File: src/rtl/mioc_dram_ctrl_pkg.sv
// Shared types and defaults for the MIOC DRAM sequencer and bus arbiter.
// Memory/bus FSM encodings, refresh row width and timing parameter defaults.
package mioc_pkg;

    localparam int REF_INTERVAL_DEF  = 56;
    localparam int PRECHARGE_CYC_DEF = 1;
    localparam int REFROW_W          = 7;
    localparam int PRE_CNT_W         = 4;

    typedef enum logic [2:0] {
        IDLE,
        ROW,
        COL,
        CAS,
        PRE,
        RFSH,
        IREF
    } mem_state_t;

    typedef enum logic [1:0] {
        BZ80,
        BREQ,
        BDMA,
        BREL
    } bus_state_t;

endpackage

File: src/rtl/mioc_dram_ctrl_if.sv
// Buffered Z80 bus, DMA handshake and DRAM strobe signals of the MIOC DRAM controller.
// The slave side is the controller; the master side is the decode/bus logic driving it.
interface mioc_dram_ctrl_if;
    import mioc_pkg::*;

    logic                BMREQ_N;
    logic                BRD_N;
    logic                N_BWR;
    logic                BRFSH_N;
    logic                BA15;
    logic                RAMSEL;
    logic                DMA_N;
    logic                BUSAK_N;
    logic                BUSRQ_N;
    logic                ADDRBUFEN_N;
    logic                RAS_N;
    logic                CAS1_N;
    logic                CAS2_N;
    logic                MUX;
    logic                REFSEL;
    logic [REFROW_W-1:0] REFROW;

    modport master (
        output BMREQ_N, BRD_N, N_BWR, BRFSH_N, BA15, RAMSEL, DMA_N, BUSAK_N,
        input  BUSRQ_N, ADDRBUFEN_N, RAS_N, CAS1_N, CAS2_N, MUX, REFSEL, REFROW
    );

    modport slave (
        input  BMREQ_N, BRD_N, N_BWR, BRFSH_N, BA15, RAMSEL, DMA_N, BUSAK_N,
        output BUSRQ_N, ADDRBUFEN_N, RAS_N, CAS1_N, CAS2_N, MUX, REFSEL, REFROW
    );

endinterface

File: src/rtl/mioc_dram_ctrl_refresh_timer.sv
// Refresh interval timer with sticky pending flag and the internal refresh row counter.
// 'clear' reloads the interval whenever any refresh starts; 'advance' steps the row.
module mioc_refresh_timer
    import mioc_pkg::*;
#(
    parameter int REF_INTERVAL = REF_INTERVAL_DEF
) (
    input  logic                clk,
    input  logic                rst_n,
    input  logic                clear,
    input  logic                advance,
    output logic                pending,
    output logic [REFROW_W-1:0] refrow
);

    localparam logic [6:0]          RELOAD  = 7'(REF_INTERVAL - 1);
    localparam logic [REFROW_W-1:0] ROW_ONE = REFROW_W'(1);

    logic [6:0] count;

    // Expiry reloads the counter so it keeps running; pending stays set until a refresh is taken.
    always_ff @(posedge clk) begin
        if (!rst_n) begin
            count   <= RELOAD;
            pending <= 1'b0;
            refrow  <= '0;
        end else begin
            if (clear) begin
                count   <= RELOAD;
                pending <= 1'b0;
            end else if (count == 7'd0) begin
                count   <= RELOAD;
                pending <= 1'b1;
            end else begin
                count <= count - 7'd1;
            end
            if (advance) begin
                refrow <= refrow + ROW_ONE;
            end
        end
    end

endmodule

File: src/rtl/mioc_dram_ctrl.sv
// DRAM access sequencer (RAS/MUX/CAS) with Z80 and internal refresh, plus the
// BUSRQ/BUSAK arbiter that hands the buffered bus to the 6801 DMA master.
module mioc_dram_ctrl
    import mioc_pkg::*;
#(
    parameter int REF_INTERVAL  = REF_INTERVAL_DEF,
    parameter int PRECHARGE_CYC = PRECHARGE_CYC_DEF
) (
    input logic             B_PHI,
    input logic             RST_N,
    mioc_dram_ctrl_if.slave bus
);

    localparam logic [PRE_CNT_W-1:0] PRE_LAST = PRE_CNT_W'(PRECHARGE_CYC - 1);

    mem_state_t           mem_state;
    bus_state_t           bus_state;
    logic                 bank;
    logic                 ref_owed;
    logic                 iref_second;
    logic [PRE_CNT_W-1:0] pre_cnt;
    logic                 ref_pending;
    logic [REFROW_W-1:0]  refrow;
    logic                 ras_n, cas1_n, cas2_n, mux, refsel;
    logic                 busrq_n, addrbufen_n;

    logic z80_refresh, access_req, take_rfsh, take_iref, take_access;
    logic timer_clear, row_advance;

    assign z80_refresh = !bus.BMREQ_N && !bus.BRFSH_N;
    assign access_req  = !bus.BMREQ_N && bus.BRFSH_N && bus.RAMSEL && (!bus.BRD_N || !bus.N_BWR);

    // An owed refresh (one that already sat out an access) outranks the next access.
    assign take_rfsh   = (mem_state == IDLE) && z80_refresh;
    assign take_iref   = (mem_state == IDLE) && !z80_refresh && ref_pending && (ref_owed || !access_req);
    assign take_access = (mem_state == IDLE) && access_req && !take_iref;
    assign timer_clear = take_rfsh || take_iref;
    assign row_advance = (mem_state == IREF) && iref_second;

    mioc_refresh_timer #(
        .REF_INTERVAL(REF_INTERVAL)
    ) u_refresh_timer (
        .clk    (B_PHI),
        .rst_n  (RST_N),
        .clear  (timer_clear),
        .advance(row_advance),
        .pending(ref_pending),
        .refrow (refrow)
    );

    always_ff @(posedge B_PHI) begin
        if (!RST_N) begin
            mem_state   <= IDLE;
            ras_n       <= 1'b1;
            cas1_n      <= 1'b1;
            cas2_n      <= 1'b1;
            mux         <= 1'b0;
            refsel      <= 1'b0;
            bank        <= 1'b0;
            ref_owed    <= 1'b0;
            iref_second <= 1'b0;
            pre_cnt     <= '0;
        end else begin
            if (mem_state != IDLE && ref_pending) begin
                ref_owed <= 1'b1;
            end
            case (mem_state)
                IDLE: begin
                    if (take_rfsh) begin
                        mem_state <= RFSH;
                        ras_n     <= 1'b0;
                        ref_owed  <= 1'b0;
                    end else if (take_iref) begin
                        mem_state   <= IREF;
                        ras_n       <= 1'b0;
                        refsel      <= 1'b1;
                        iref_second <= 1'b0;
                        ref_owed    <= 1'b0;
                    end else if (take_access) begin
                        mem_state <= ROW;
                        ras_n     <= 1'b0;
                        bank      <= bus.BA15;
                    end
                end
                // A request dropped before CAS aborts straight to precharge.
                ROW, COL, CAS, RFSH: begin
                    if (bus.BMREQ_N) begin
                        mem_state <= PRE;
                        ras_n     <= 1'b1;
                        cas1_n    <= 1'b1;
                        cas2_n    <= 1'b1;
                        mux       <= 1'b0;
                        pre_cnt   <= PRE_LAST;
                    end else if (mem_state == ROW) begin
                        mem_state <= COL;
                        mux       <= 1'b1;
                    end else if (mem_state == COL) begin
                        mem_state <= CAS;
                        cas1_n    <= bank;
                        cas2_n    <= !bank;
                    end
                end
                IREF: begin
                    if (iref_second) begin
                        mem_state <= PRE;
                        ras_n     <= 1'b1;
                        refsel    <= 1'b0;
                        pre_cnt   <= PRE_LAST;
                    end else begin
                        iref_second <= 1'b1;
                    end
                end
                PRE: begin
                    if (pre_cnt == '0) begin
                        mem_state <= IDLE;
                    end else begin
                        pre_cnt <= pre_cnt - PRE_CNT_W'(1);
                    end
                end
                default: mem_state <= IDLE;
            endcase
        end
    end

    // Release back to the Z80 only once the DRAM side is quiet.
    always_ff @(posedge B_PHI) begin
        if (!RST_N) begin
            bus_state   <= BZ80;
            busrq_n     <= 1'b1;
            addrbufen_n <= 1'b0;
        end else begin
            case (bus_state)
                BZ80: begin
                    if (!bus.DMA_N) begin
                        bus_state <= BREQ;
                        busrq_n   <= 1'b0;
                    end
                end
                BREQ: begin
                    if (!bus.BUSAK_N) begin
                        bus_state   <= BDMA;
                        addrbufen_n <= 1'b1;
                    end else if (bus.DMA_N) begin
                        bus_state <= BZ80;
                        busrq_n   <= 1'b1;
                    end
                end
                BDMA: begin
                    if (bus.DMA_N) begin
                        bus_state <= BREL;
                        busrq_n   <= 1'b1;
                    end
                end
                BREL: begin
                    if (bus.BUSAK_N && mem_state == IDLE) begin
                        bus_state   <= BZ80;
                        addrbufen_n <= 1'b0;
                    end
                end
                default: bus_state <= BZ80;
            endcase
        end
    end

    assign bus.RAS_N       = ras_n;
    assign bus.CAS1_N      = cas1_n;
    assign bus.CAS2_N      = cas2_n;
    assign bus.MUX         = mux;
    assign bus.REFSEL      = refsel;
    assign bus.REFROW      = refrow;
    assign bus.BUSRQ_N     = busrq_n;
    assign bus.ADDRBUFEN_N = addrbufen_n;

endmodule

File: src/flat_wrapper.sv
// flat-port wrapper written by rule: the top's interface ports become plain ports
module mioc_dram_ctrl_flat import mioc_pkg::*;
#(
    parameter int REF_INTERVAL  = REF_INTERVAL_DEF,
    parameter int PRECHARGE_CYC = PRECHARGE_CYC_DEF
)
  (B_PHI, RST_N, bus_BMREQ_N, bus_BRD_N, bus_N_BWR, bus_BRFSH_N, bus_BA15, bus_RAMSEL, bus_DMA_N, bus_BUSAK_N, bus_BUSRQ_N, bus_ADDRBUFEN_N, bus_RAS_N, bus_CAS1_N, bus_CAS2_N, bus_MUX, bus_REFSEL, bus_REFROW);
  mioc_dram_ctrl_if bus_i ();
  input logic B_PHI;
  input logic RST_N;
  input wire logic [$bits(bus_i.BMREQ_N)-1:0] bus_BMREQ_N;
  input wire logic [$bits(bus_i.BRD_N)-1:0] bus_BRD_N;
  input wire logic [$bits(bus_i.N_BWR)-1:0] bus_N_BWR;
  input wire logic [$bits(bus_i.BRFSH_N)-1:0] bus_BRFSH_N;
  input wire logic [$bits(bus_i.BA15)-1:0] bus_BA15;
  input wire logic [$bits(bus_i.RAMSEL)-1:0] bus_RAMSEL;
  input wire logic [$bits(bus_i.DMA_N)-1:0] bus_DMA_N;
  input wire logic [$bits(bus_i.BUSAK_N)-1:0] bus_BUSAK_N;
  output wire logic [$bits(bus_i.BUSRQ_N)-1:0] bus_BUSRQ_N;
  output wire logic [$bits(bus_i.ADDRBUFEN_N)-1:0] bus_ADDRBUFEN_N;
  output wire logic [$bits(bus_i.RAS_N)-1:0] bus_RAS_N;
  output wire logic [$bits(bus_i.CAS1_N)-1:0] bus_CAS1_N;
  output wire logic [$bits(bus_i.CAS2_N)-1:0] bus_CAS2_N;
  output wire logic [$bits(bus_i.MUX)-1:0] bus_MUX;
  output wire logic [$bits(bus_i.REFSEL)-1:0] bus_REFSEL;
  output wire logic [$bits(bus_i.REFROW)-1:0] bus_REFROW;
  assign bus_i.BMREQ_N = bus_BMREQ_N;
  assign bus_i.BRD_N = bus_BRD_N;
  assign bus_i.N_BWR = bus_N_BWR;
  assign bus_i.BRFSH_N = bus_BRFSH_N;
  assign bus_i.BA15 = bus_BA15;
  assign bus_i.RAMSEL = bus_RAMSEL;
  assign bus_i.DMA_N = bus_DMA_N;
  assign bus_i.BUSAK_N = bus_BUSAK_N;
  assign bus_BUSRQ_N = bus_i.BUSRQ_N;
  assign bus_ADDRBUFEN_N = bus_i.ADDRBUFEN_N;
  assign bus_RAS_N = bus_i.RAS_N;
  assign bus_CAS1_N = bus_i.CAS1_N;
  assign bus_CAS2_N = bus_i.CAS2_N;
  assign bus_MUX = bus_i.MUX;
  assign bus_REFSEL = bus_i.REFSEL;
  assign bus_REFROW = bus_i.REFROW;
  mioc_dram_ctrl #(.REF_INTERVAL(REF_INTERVAL), .PRECHARGE_CYC(PRECHARGE_CYC)) u_core (.B_PHI(B_PHI), .RST_N(RST_N), .bus(bus_i));
endmodule
File: config.mk
export PLATFORM = sky130hd
export DESIGN_NAME = mioc_dram_ctrl_flat
export DESIGN_NICKNAME = d
export VERILOG_FILES = /design/src/rtl/mioc_dram_ctrl_pkg.sv /design/src/rtl/mioc_dram_ctrl_if.sv /design/src/rtl/mioc_dram_ctrl_refresh_timer.sv /design/src/rtl/mioc_dram_ctrl.sv /design/src/flat_wrapper.sv
export SDC_FILE = /design/constraint.sdc
export NUM_CORES = 1
export LEC_CHECK = 0
export BUFFER_PORTS_ARGS = -buffer_cell sky130_fd_sc_hd__buf_2
export CORE_MARGIN = 3
export CORE_UTILIZATION = 57
export CTS_BUF_LIST = sky130_fd_sc_hd__clkbuf_16
export DETAILED_ROUTE_END_ITERATION = 10
export GPL_ROUTABILITY_DRIVEN = 0
export PLACE_DENSITY = 0.8
export SYNTH_ARGS = -nofsm -noshare
export SYNTH_HDL_FRONTEND = slang
export SYNTH_SLANG_ARGS = --single-unit
export TNS_END_PERCENT = 1
File: constraint.sdc
create_clock -name B_PHI -period 2.8 [get_ports B_PHI]
set_clock_uncertainty 0.2 [all_clocks]
set_input_delay 0 -clock B_PHI [delete_from_list [all_inputs] [get_ports B_PHI]]
set_output_delay 0 -clock B_PHI [all_outputs]
set_load 0.05 [all_outputs]
# Word level (Yosys, flattened, before mapping)

Cells that the tools add are included.

Multiplexer cells: 51
Bitwise logic cells: 3
Reductions and logical operators: 50
Equality and inequality tests: 24
$add $sub $neg: 3

Operators by type and width:

| operator                                          | number |
|---|---|
| two-way mux 1 bit                                 | 27 |
| two-way mux 3 bit                                 | 8 |
| AND reduction 4 bit                               | 6 |
| != test 2 bit (second input constant)             | 8 |
| logical AND 1 bit                                 | 13 |
| two-way mux 4 bit                                 | 3 |
| one-hot mux 3 bit (4 select lines)                | 1 |
| one-hot mux 4 bit (3 select lines)                | 1 |
| AND reduction 3 bit                               | 4 |
| nonzero test 3 bit                                | 4 |
| two-way mux 2 bit                                 | 5 |
| == test 3 bit (second input constant)             | 3 |
| logical NOT 1 bit                                 | 8 |
| != test 2 x 1 -> 1 bit (second input constant)    | 4 |
| one-hot mux 2 bit (4 select lines)                | 1 |
| nonzero test 2 bit                                | 4 |
| adder 7 x 1 -> 7 bit (second input constant)      | 1 |
| logical NOT 7 bit                                 | 1 |
| subtractor 7 x 1 -> 7 bit (second input constant) | 1 |
| == test 3 x 2 -> 1 bit (second input constant)    | 2 |
| one-hot mux 1 bit (2 select lines)                | 3 |
| one-hot mux 1 bit (3 select lines)                | 2 |
| == test 2 bit (second input constant)             | 2 |
| logical NOT 4 bit                                 | 1 |
| other kinds (14)                                  | 18 |

Register bits: 34
Output and inout port bits: 14
Logic and storage cells: 147

# Logic depth before layout (Yosys ltp)

Gate-level depths: netlist of the first run.

Depth in word-level cells: 13
Gate-level depth with buffers: 6
Gate-level depth less buffers: 6

# Modules after synthesis

A second synthesis of the first run with hierarchy kept.

Cell total of the unflattened synthesis: 208
Area, all modules: 1,799.2 um^2

By module, submodules not included:

| module             | instances | area each (um^2) | cells each |
|---|---|---|---|
| mioc_dram_ctrl     | 1         | 1,156.1          | 144 |
| mioc_refresh_timer | 1         | 643.1            | 64 |

# Least setup slack after synthesis of the first run

OpenSTA, ideal clock, no wires.

Path kind: register to register
Start: register u_core.mem_state[2]
End: register u_core.mem_state[2]
Required time: 2.509 ns
Clock period less this slack: 1.967 ns
Cell stages (with the launch flop): 7
Setup time: 0.091 ns
Arrival time: 1.676 ns
Path slack: 0.833 ns
Cells stage by stage: dfxtp_1 buf_6 or3_1 buf_2 a2111o_1 and3_4 a311oi_1

Longest elaborated chain between the ends: 8
Elaborated cells on any way between the ends: 25
Those cells by class: eq/ne: 10; mux: 5; reduce/logical: 10

Ends and longest elaborated chain:

| what                                    | RTL line             | text |
|---|---|---|
| from (decl)                             | mioc_dram_ctrl.sv:16 | `mem_state_t mem_state;` |
| from (signal assigned)                  | mioc_dram_ctrl.sv:53 | `mem_state <= IDLE;` |
| from (signal assigned)                  | mioc_dram_ctrl.sv:70 | `mem_state <= RFSH;` |
| from (signal assigned)                  | mioc_dram_ctrl.sv:74 | `mem_state <= IREF;` |
| logical NOT 3 bit                       | n/a                  |  |
| logical AND 1 bit (3 in series)         | mioc_dram_ctrl.sv:35 | `assign take_iref = (mem_state == IDLE) && !z80_refresh && ref_pending && (ref_owed \|\| !access_req);` |
| logical NOT 1 bit                       | mioc_dram_ctrl.sv:36 | `assign take_access = (mem_state == IDLE) && access_req && !take_iref;` |
| logical AND 1 bit                       | mioc_dram_ctrl.sv:36 |  |
| != test 4 x 1 -> 1 bit (no source line) | n/a                  |  |
| AND reduction 4 bit (no source line)    | n/a                  |  |

Several ways; a longest one is shown, not always the timed one.
A chain may end at the register's enable or synchronous reset.

# Worst setup path in the final report of the first run

Start: register u_core.mem_state[1]
End: register u_core.bank

Longest elaborated chain between the ends: 7
Elaborated cells on any way between the ends: 11
Those cells by class: bitwise: 2; reduce/logical: 9

Ends and longest elaborated chain:

| what                                   | RTL line             | text |
|---|---|---|
| logical NOT 3 bit *                    | n/a                  |  |
| logical AND 1 bit (3 in series)        | mioc_dram_ctrl.sv:35 |  |
| logical NOT 1 bit                      | mioc_dram_ctrl.sv:36 |  |
| logical AND 1 bit                      | mioc_dram_ctrl.sv:36 |  |
| AND reduction 4 bit (no source line) * | n/a                  |  |
| to (signal assigned)                   | mioc_dram_ctrl.sv:82 | `bank <= bus.BA15;` |
| to (decl)                              | mioc_dram_ctrl.sv:18 | `logic bank;` |

Every way passes the cells marked *; elsewhere a longest branch is shown, timed or not.

==> results of run 1 <==
==> repair_timing <==
item,CTS,global route
setup buffers,0,0
resized for setup,0,0
endpoints found under the hold margin,14,0
hold buffers,7,0
==> sequential cells by signal, indices dropped and copies added, names as in the netlist, named ones only <==
register,flops
u_core.bank,1
u_core.bus.ADDRBUFEN_N,1
u_core.bus.BUSRQ_N,1
u_core.bus.CAS1_N,1
u_core.bus.CAS2_N,1
u_core.bus.MUX,1
u_core.bus.RAS_N,1
u_core.bus.REFSEL,1
u_core.bus_state,1
u_core.iref_second,1
u_core.mem_state,3
u_core.pre_cnt,4
u_core.ref_owed,1
u_core.u_refresh_timer.count,7
u_core.u_refresh_timer.pending,1
u_core.u_refresh_timer.refrow,7
==> path summary, 6_finish.rpt <==
check,cells past startpoint,end,slack (ps)
min reg2reg,1,u_core.u_refresh_timer.count[0]$_SDFF_PP1_,210
max,4,u_core.bank$_SDFFE_PN0P_,350
max reg2reg,4,u_core.bank$_SDFFE_PN0P_,350
min,4,u_core.u_refresh_timer.count[5]$_SDFF_PP1_,100
==> stage by stage <==
step	hold WS (ps)	total power, mW	worst slack (ps)
final	104	1.70	346
after global routing	136	1.80	182
after CTS	104	1.70	388
after detailed placement	73.9	1.17	539
after global placement	52.4	1.14	621
after floorplan	-57.9	1.09	833
==> cell usage in the layout, fill, tap and decap left out, drive strengths merged, types with 7 or more instances in the layout <==
cell          n
a21oi        11
nand2        26
nor2b         8
dlygate4sd3   7
nor2         14
inv          14
ha            9
o21ai         8
buf          23
dfxtp        34
==> power by group <==
| group | internal (mW) | total (mW) | leakage (nW) | switching (mW) |
|---|---|---|---|---|
| sequential | 0.541 | 0.657 | 0.277 | 0.116 |
| clock | 0.324 | 0.520 | 0.0672 | 0.196 |
| combinational | 0.226 | 0.519 | 0.549 | 0.292 |
==> layout make-up <==
class / instances / area, µm²
flip-flops and latches: 34 / 681
well taps: 42 / 52.6
multi-input cells: 152 / 1030
clock inverters: 3 / 16.3
inverters: 14 / 52.6
clock buffers: 5 / 125
fillers: 221 / 759
repair buffers: 30 / 185
==> cells by family (layout without fill, tap and decap cells) <==
group	count (synthesis)	after routing	share of synthesized area (%)
AND/OR/NAND/NOR	77	77	23.1
AO/OA/AOI/OAI	51	51	19.9
flip-flops	34	34	37.6
buffers and inverters	25	52	5.66
XOR/XNOR	10	10	4.83
adder cells (fa/ha/maj)	9	9	6.22
multiplexers	5	5	2.76
==> routing by layer <==
metal  vias to the layer above  routed length, µm  global-route usage, %
met3                         6                183                   5.58
li1                        800                  -                      -
met2                        29               1860                   35.9
met1                       737               1660                   23.6
met5                         -                  0                      0
met4                         0                 42                   5.79
==> worst register-to-register path: stages, from the launching register on <==
cell	delay [ps]
dfxtp_1	520
or3_1	530
a211oi_1	350
mux2i_1	230
dlygate4sd3_1	570
==> reports/results.ini, run 1 <==
[status]
status=complete, no violations

[setup_path]
path_cells=or3_1 > a211oi_1 > mux2i_1 > dlygate4sd3_1
cp.required_ps=2820
cp_max_fo=23
worstSetupEndpointType=flip-flop
slowest_delay_ps=570
rr_startpoint=u_core.mem_state[1]$_SDFFE_PN0P_
cp_slowest_cell=dlygate4sd3_1
path_delay_family=buffers and inverters
crit_type=reg2reg
path_buf_inv=1
startpoint_type=flip-flop
worstPathArrival_ps=2470
cp-startpoint=u_core.mem_state[1]$_SDFFE_PN0P_

[placed_design]
hpwlAfterDp_um=2710
post_dp_cell_area_um2=1930
dpl.cell_count=265
numPortBuffers=23

[cells_and_area]
antenna_cells=0
fin_nets=256
final_cells=280
drive_gt1_share_pct=16.0
syn2layout_area_growth_pct=18.2
stdcell_area_um2=2140
fin_util_pct=73.8

[logic_synthesis]
synth.area.top_cells=dfxtp_1, ha_1, nand2_1
ys_async_sr_fraction_pct=0
synth_top_cell_by_area=dfxtp_1
syn_nets=230
yosysMostFrequentCell=dfxtp_1
synth_area_um2=1810
yosysSeqAreaShare_pct=37.6
synth_seq_cells=34
synth.avg_cell_area_um2=8.59
synthTopCellsByCount=dfxtp_1, nand2_1, inv_1, nor2_1, a21oi_1
synth_top_flop_cell=dfxtp_1
synth_warnings=0
syn_inst=211
synth_cell_type_count=52
synth_edf_count=0
synth.top_cell.area_share_pct=37.6

[drt]
via_per_inst=5.61
drt_pre_antenna_iters=4
drc=0
drt-wirelength-per-cell_um=13.4
ant_nets=0
vias=1572
drtIter0Drc=65
drt-total-wl_um=3750

[clock_tree]
clockBufferDepth=2
clkTransAtPathRegs_ps=50
cts_tree=done
cts_sinks=34
htreeDepth=2
root_buffer=clkbuf_16
clk_latency_ps=280
cts_inserted_buffers=5

[die]
row_count=19
die_x_um=62.4
die_h_um=62.4
pin_count=24
start_util_pct=62.5
core_um2=2900
dieArea_um2=3890

[power_and_ir_drop]
ir_drop_uv=555
leakagePower_nw=0.893
p_per_area_nw_per_um2=792

[sta]
rsz0062_at_grt=no
finalCriticalPeriod_ps=2450
maxSlewViolCount=0
fin_crit_sh_pct=87.7
fmax_mhz=407
tightestPinTransition_ps=685
hold_violations=0
tns_ps=0
relSlewSlack_pct=54.2
setup_viol=0

[job]
maxCapViolCount=0

[hold_path]
hp-start=bus_BRFSH_N
hold_path.class=in2reg

[global_routing]
first_global_vias=1449
grt_max_degree=24
grt_first_pass_wirelength_um=6470
grt_usage_pct=20.2
antenna_found_initial=0
grt.overflow.total=0

Power figures use the tool's default switching activity.
==> inputs of run 2 (changes only) <==
ABC_AREA = 1   (was not set)
CORE_UTILIZATION = 56   (was 57)
PLACE_DENSITY = 0.79   (was 0.8)
==> run 2 against run 1 <==
Via count is 6.0% higher. First-iteration DRC count up 92%. Critical endpoint is now u_core.mem_state[1]$_SDFFE_PN0P_. Non-clock buffer count shrank 2. Highest routed layer unchanged. Critical path depth increased by 4. Sequential power about the same. Core utilization rose by 0.13 points. Synthesized cell count is 23% higher. Largest power group is now combinational cells. Cell count up 20%.
==> reports/results.ini, run 2 <==
[status]
status=complete, no violations

[die]
pin_count=24
die_x_um=62.5
core_um2=2900
row_count=19
die_h_um=62.5
start_util_pct=61.7
dieArea_um2=3910

[setup_path]
worstPathArrival_ps=1670
cp_max_fo=6
crit_type=reg2reg
path_delay_family=simple AND/OR/NAND/NOR gates
cpMostUsedCell=nor2_1
cp.required_ps=2770
path_cells=nor2_1 > nand2_2 > nor2_1 > nand3_2 > nand3_1 > nand2_1 > nand2_1 > nor2_1
path_buf_inv=0
slowest_delay_ps=330
worstSetupEndpointType=flip-flop
cp_slowest_cell=dfxtp_1
startpoint_type=flip-flop

[drt]
met3_length_um=258
wl_met1_um=1610
top_layer=met4
drt-total-wl_um=3820
drt_pre_antenna_iters=6
ant_nets=0
drt-wirelength-per-cell_um=11.4
vias=1667
wl_met2_um=1900
drtIter0Drc=125
drc=0
via_per_inst=4.96

[logic_synthesis]
synth.area.top_cells=dfxtp_1, nand2_1, nor2_1
syn_nets=278
synth_edf_count=0
synth.avg_cell_area_um2=6.91
yosysSeqAreaShare_pct=38.0
ys_async_sr_fraction_pct=0
synth_warnings=0
synth_top_flop_cell=dfxtp_1
synth.top_cell.area_share_pct=38.0
yosysMostFrequentCell=nand2_1
synthTopCellsByCount=nand2_1, nor2_1, dfxtp_1, inv_1, a21oi_1
syn_inst=259
synth_area_um2=1790
synth_cell_type_count=29
synth_top_cell_by_area=dfxtp_1
synth_seq_cells=34

[sta]
rsz0062_at_grt=no
finalCriticalPeriod_ps=1710
setup_viol=0
tightestPinTransition_ps=452
relSlewSlack_pct=69.5
fin_crit_sh_pct=61.0
tns_ps=0
fmax_mhz=586
hold_violations=0
maxSlewViolCount=0

[power_and_ir_drop]
leakagePower_nw=1.07
intPower_mw=1.23
clkPwrFrac_pct=23.9
ir_drop_uv=603
pwr-share-seq_pct=30.2
comb_power_share_pct=45.9
p_total_mw=2.19
p_per_area_nw_per_um2=1020
switching_share_pct=43.9
p_sw_mw=0.960

[clock_tree]
clockBufferDepth=2
cts_inserted_buffers=5
clk_latency_ps=280
htreeDepth=2
cts_sinks=34
root_buffer=clkbuf_16
cts_tree=done
clkTransAtPathRegs_ps=60

[placed_design]
numPortBuffers=23
hpwlAfterDp_um=2640
dpl.cell_count=323

[cells_and_area]
fin_util_pct=73.9
fin_nets=312
multi_input_area_um2=973
reg_top3=u_core.u_refresh_timer.count x7, u_core.u_refresh_timer.refrow x7, u_core.pre_cnt x4
nFillCells=241
antenna_cells=0
syn2layout_area_growth_pct=19.9
area.sequential_um2=681
final_cells=336
drive_gt1_share_pct=17.0
most-common-layout-cells=nand2_1, nor2_1, dfxtp_1
layout_commonest_cell=nand2_1

[global_routing]
grt_usage_pct=21.6
first_global_vias=1553
grt_max_degree=17
antenna_found_initial=0
grt_first_pass_wirelength_um=6810
grt.overflow.total=0

[job]
maxCapViolCount=0

[hold_path]
hold_path.class=in2reg

run 2: cell count changes in the layout (fill, tap and decap cells not counted), sizes merged, moves of 4 or more:
cell	previous run	this run
mux2i	5	0
nor2b	8	0
a21oi	11	19
inv	14	34
nand3	0	15
nand2	26	75
and3	4	0
a211oi	4	0
nor2	14	44
run 2: worst reg2reg max path, delay by kind of cell (launching register included):
family        cells  cell delay, ps
flops             1             330
simple gates      8            1050
run 2: layer usage:
metal | track usage, % | vias to the layer above
met5 | 0 | -
met2 | 37.5 | 53
met4 | 7.71 | 0
met1 | 24.8 | 733
li1 | - | 876
met3 | 6.83 | 5
run 2: timing repair:
item	4_1_cts	5_1_grt
endpoints found under the hold margin	18	0
endpoints found under the setup margin	0	0
hold buffers	5	0
resized for setup	0	0
setup buffers	0	0
run 2: cell families (layout without fill, tap and decap cells):
logic type | after synthesis | in the layout | synth area share (%)
AND/OR/NAND/NOR | 143 | 143 | 35.4
XOR/XNOR | 6 | 6 | 2.94
flip-flops | 34 | 34 | 38.0
adder cells (fa/ha/maj) | 9 | 9 | 6.29
buffers and inverters | 36 | 71 | 7.55
AO/OA/AOI/OAI | 31 | 31 | 9.79
run 2: area by class of cell:
type	instances	area share, %
Multi-Input combinational cell	189	45.4
Sequential cell	34	31.7
Timing Repair Buffer	28	7.70
Inverter	35	6.13
Clock buffer	5	5.83
Tap cell	42	2.45
Clock inverter	3	0.758
run 2: power groups by stage:
stage	logic (mW)	clock network (mW)	registers [mW]
after global placement	0.963	0	0.667
after detailed placement	0.976	0	0.669
final	1.00	0.522	0.660
after floorplan	0.665	0	0.793
after global routing	1.13	0.552	0.677
after CTS	0.995	0.526	0.660
run 2: path summary, 6_finish.rpt:
kind | start | end | slack [ps] | cells past startpoint
setup / recovery | u_core.mem_state[1]$_SDFFE_PN0P_ | u_core.mem_state[1]$_SDFFE_PN0P_ | 1090 | 8
hold / removal | bus_BRFSH_N | u_core.ref_owed$_SDFF_PN0_ | 40 | 5
setup reg to reg | u_core.mem_state[1]$_SDFFE_PN0P_ | u_core.mem_state[1]$_SDFFE_PN0P_ | 1090 | 8
hold reg to reg | u_core.u_refresh_timer.count[0]$_SDFF_PP1_ | u_core.u_refresh_timer.count[0]$_SDFF_PP1_ | 190 | 1
run 2: stage by stage:
| step | area, µm² | worst slack [ps] | hold slack (ps) |
|---|---|---|---|
| 6_report | 2140 | 1090 | 38.2 |
| 2_1_floorplan | 1790 | 1170 | -73.1 |
| 5_1_grt | 2140 | 960 | 69.4 |
| 3_3_place_gp | 1950 | 1190 | 82.4 |
| 4_1_cts | 2140 | 1090 | 36.8 |
| 3_5_place_dp | 1950 | 1160 | 86.9 |
==> inputs of run 3 (changes only) <==
clock period = 1.6 ns   (was 2.8 ns; I/O delays follow)
==> run 3 against run 2 <==
Sequential share of layout area shrank 1.2 points. Clock power is 75% higher. Sequential power is 79% higher. Via count grew 1.9%. Total power increased by 82%. Routed wire length grew 4.5%. Global-route usage decreased by 0.79 points. The run now ends with negative hold slack left. Cell count is 2.1% higher. Sequential cell count unchanged.
==> reports/results.ini, run 3 (synthesized netlist as in run 2, its figures left out) <==
[die]
die_x_um=62.5
core_um2=2900
dieArea_um2=3910
die_h_um=62.5
start_util_pct=61.7
row_count=19
pin_count=24

[sta]
maxSlewViolCount=0
fmax_mhz=629
hold_violations=1
relSlewSlack_pct=80.1
fin_crit_sh_pct=99.3
finalCriticalPeriod_ps=1590
tightestPinTransition_ps=297
fin_ws_ps=11.4
holdWs_ps=-45.9
tns_ps=0
setup_viol=0
rsz0062_at_grt=yes

[clock_tree]
clk_latency_ps=280
cts_tree=done
root_buffer=clkbuf_16
cts_setup_buffers=0
clockBufferDepth=2
clkTransAtPathRegs_ps=50
htreeDepth=2
cts_sinks=34
cts_inserted_buffers=5

[cells_and_area]
syn2layout_area_growth_pct=25.9
fin_nets=319
reg_top3=u_core.u_refresh_timer.count x7, u_core.u_refresh_timer.refrow x7, u_core.pre_cnt x4
layout_commonest_cell=nand2_1
most-common-layout-cells=nand2_1, nor2_1, inv_1, dfxtp_1, buf_2
drive_gt1_share_pct=23.3
final_cells=343
stdcell_area_um2=2250
antenna_cells=0

[drt]
ant_nets=0
drtIter0Drc=123
drt-total-wl_um=3990
drt-wirelength-per-cell_um=11.6
via_per_inst=4.95
drt_pre_antenna_iters=4
drc=0
vias=1699

[setup_path]
rr_startpoint=u_core.mem_state[0]$_SDFFE_PN0P_
cp-startpoint=u_core.mem_state[0]$_SDFFE_PN0P_
path_cells=inv_1 > nor2_1 > nand3_1 > nand2_1 > inv_1 > nand3_1 > nand2_1 > nand2_1 > nor2_1
worstPathArrival_ps=1550
path_buf_inv=2
slowest_delay_ps=380
path_delay_family=simple AND/OR/NAND/NOR gates
cp_max_fo=5
worstSetupEndpointType=flip-flop
cpMostUsedCell=nand2_1
cp.required_ps=1570
startpoint_type=flip-flop
crit_type=reg2reg
cp_slowest_cell=dfxtp_1

[global_routing]
grt.overflow.total=0
first_global_vias=1572
grt_max_degree=15
antenna_found_initial=0
grt_first_pass_wirelength_um=6660
grt_usage_pct=20.8

[placed_design]
hpwlAfterDp_um=2710
post_dp_cell_area_um2=2010
dpl.cell_count=330
pre_cts_slack_ps=-4.38
numPortBuffers=23

[job]
maxCapViolCount=0

[hold_path]
hp-start=bus_BMREQ_N
hold_path.class=in2reg

[power_and_ir_drop]
ir_drop_uv=1090
leakagePower_nw=1.12
p_per_area_nw_per_um2=1770

[status]
status=finished with violations
failed_checks=negative hold slack

[run 3: path summary, 6_finish.rpt]
| check | to | slack, ps | cells after the start |
|---|---|---|---|
| max | u_core.mem_state[2]$_SDFFE_PN0P_ | 10 | 9 |
| min | u_core.bus.CAS1_N$_SDFFE_PN1P_ | -50 | 3 |
| max reg2reg | u_core.mem_state[2]$_SDFFE_PN0P_ | 10 | 9 |
| min reg2reg | u_core.u_refresh_timer.count[0]$_SDFF_PP1_ | 190 | 1 |
[run 3: power by group]
group | leakage, nW | switching, mW | internal, mW
clock network | 0.0672 | 0.349 | 0.567
registers | 0.279 | 0.143 | 1.04
logic | 0.776 | 1.25 | 0.640
total | 1.12 | 1.74 | 2.24
[run 3: metal layers]
layer / GRT usage [%] / wire length (µm)
met5: 0 / 0
met4: 6.61 / 48
met3: 5.40 / 192
met2: 35.4 / 1920
met1: 25.6 / 1830
[run 3: cell type report]
class	count	area, µm²
Sequential cell	34	688
Tap cell	42	52.6
Clock buffer	5	125
Timing Repair Buffer	35	218
Clock inverter	3	16.3
Fill cell	231	648
Inverter	35	131
Multi-Input combinational cell	189	1020
[run 3: worst reg2reg max path, delay by kind of cell (launching register included)]
kind	cells	cell delay, ps
buffers and inverters	2	170
AND/OR/NAND/NOR	7	730
flip-flops	1	380
[run 3: per-stage QoR]
step                      util, %  total power, mW
after detailed placement     69.2             2.94
after global placement       69.2             2.91
after floorplan                 -             2.55
after CTS                    76.1             3.91
final                        77.7             3.98
after global routing         77.7             4.28
[run 3: what timing repair did]
item,in CTS,in global routing
endpoints found under the hold margin,26,0
setup endpoints to repair,4,23
hold buffers,5,0
pin swaps,0,1
resized for setup,4,14
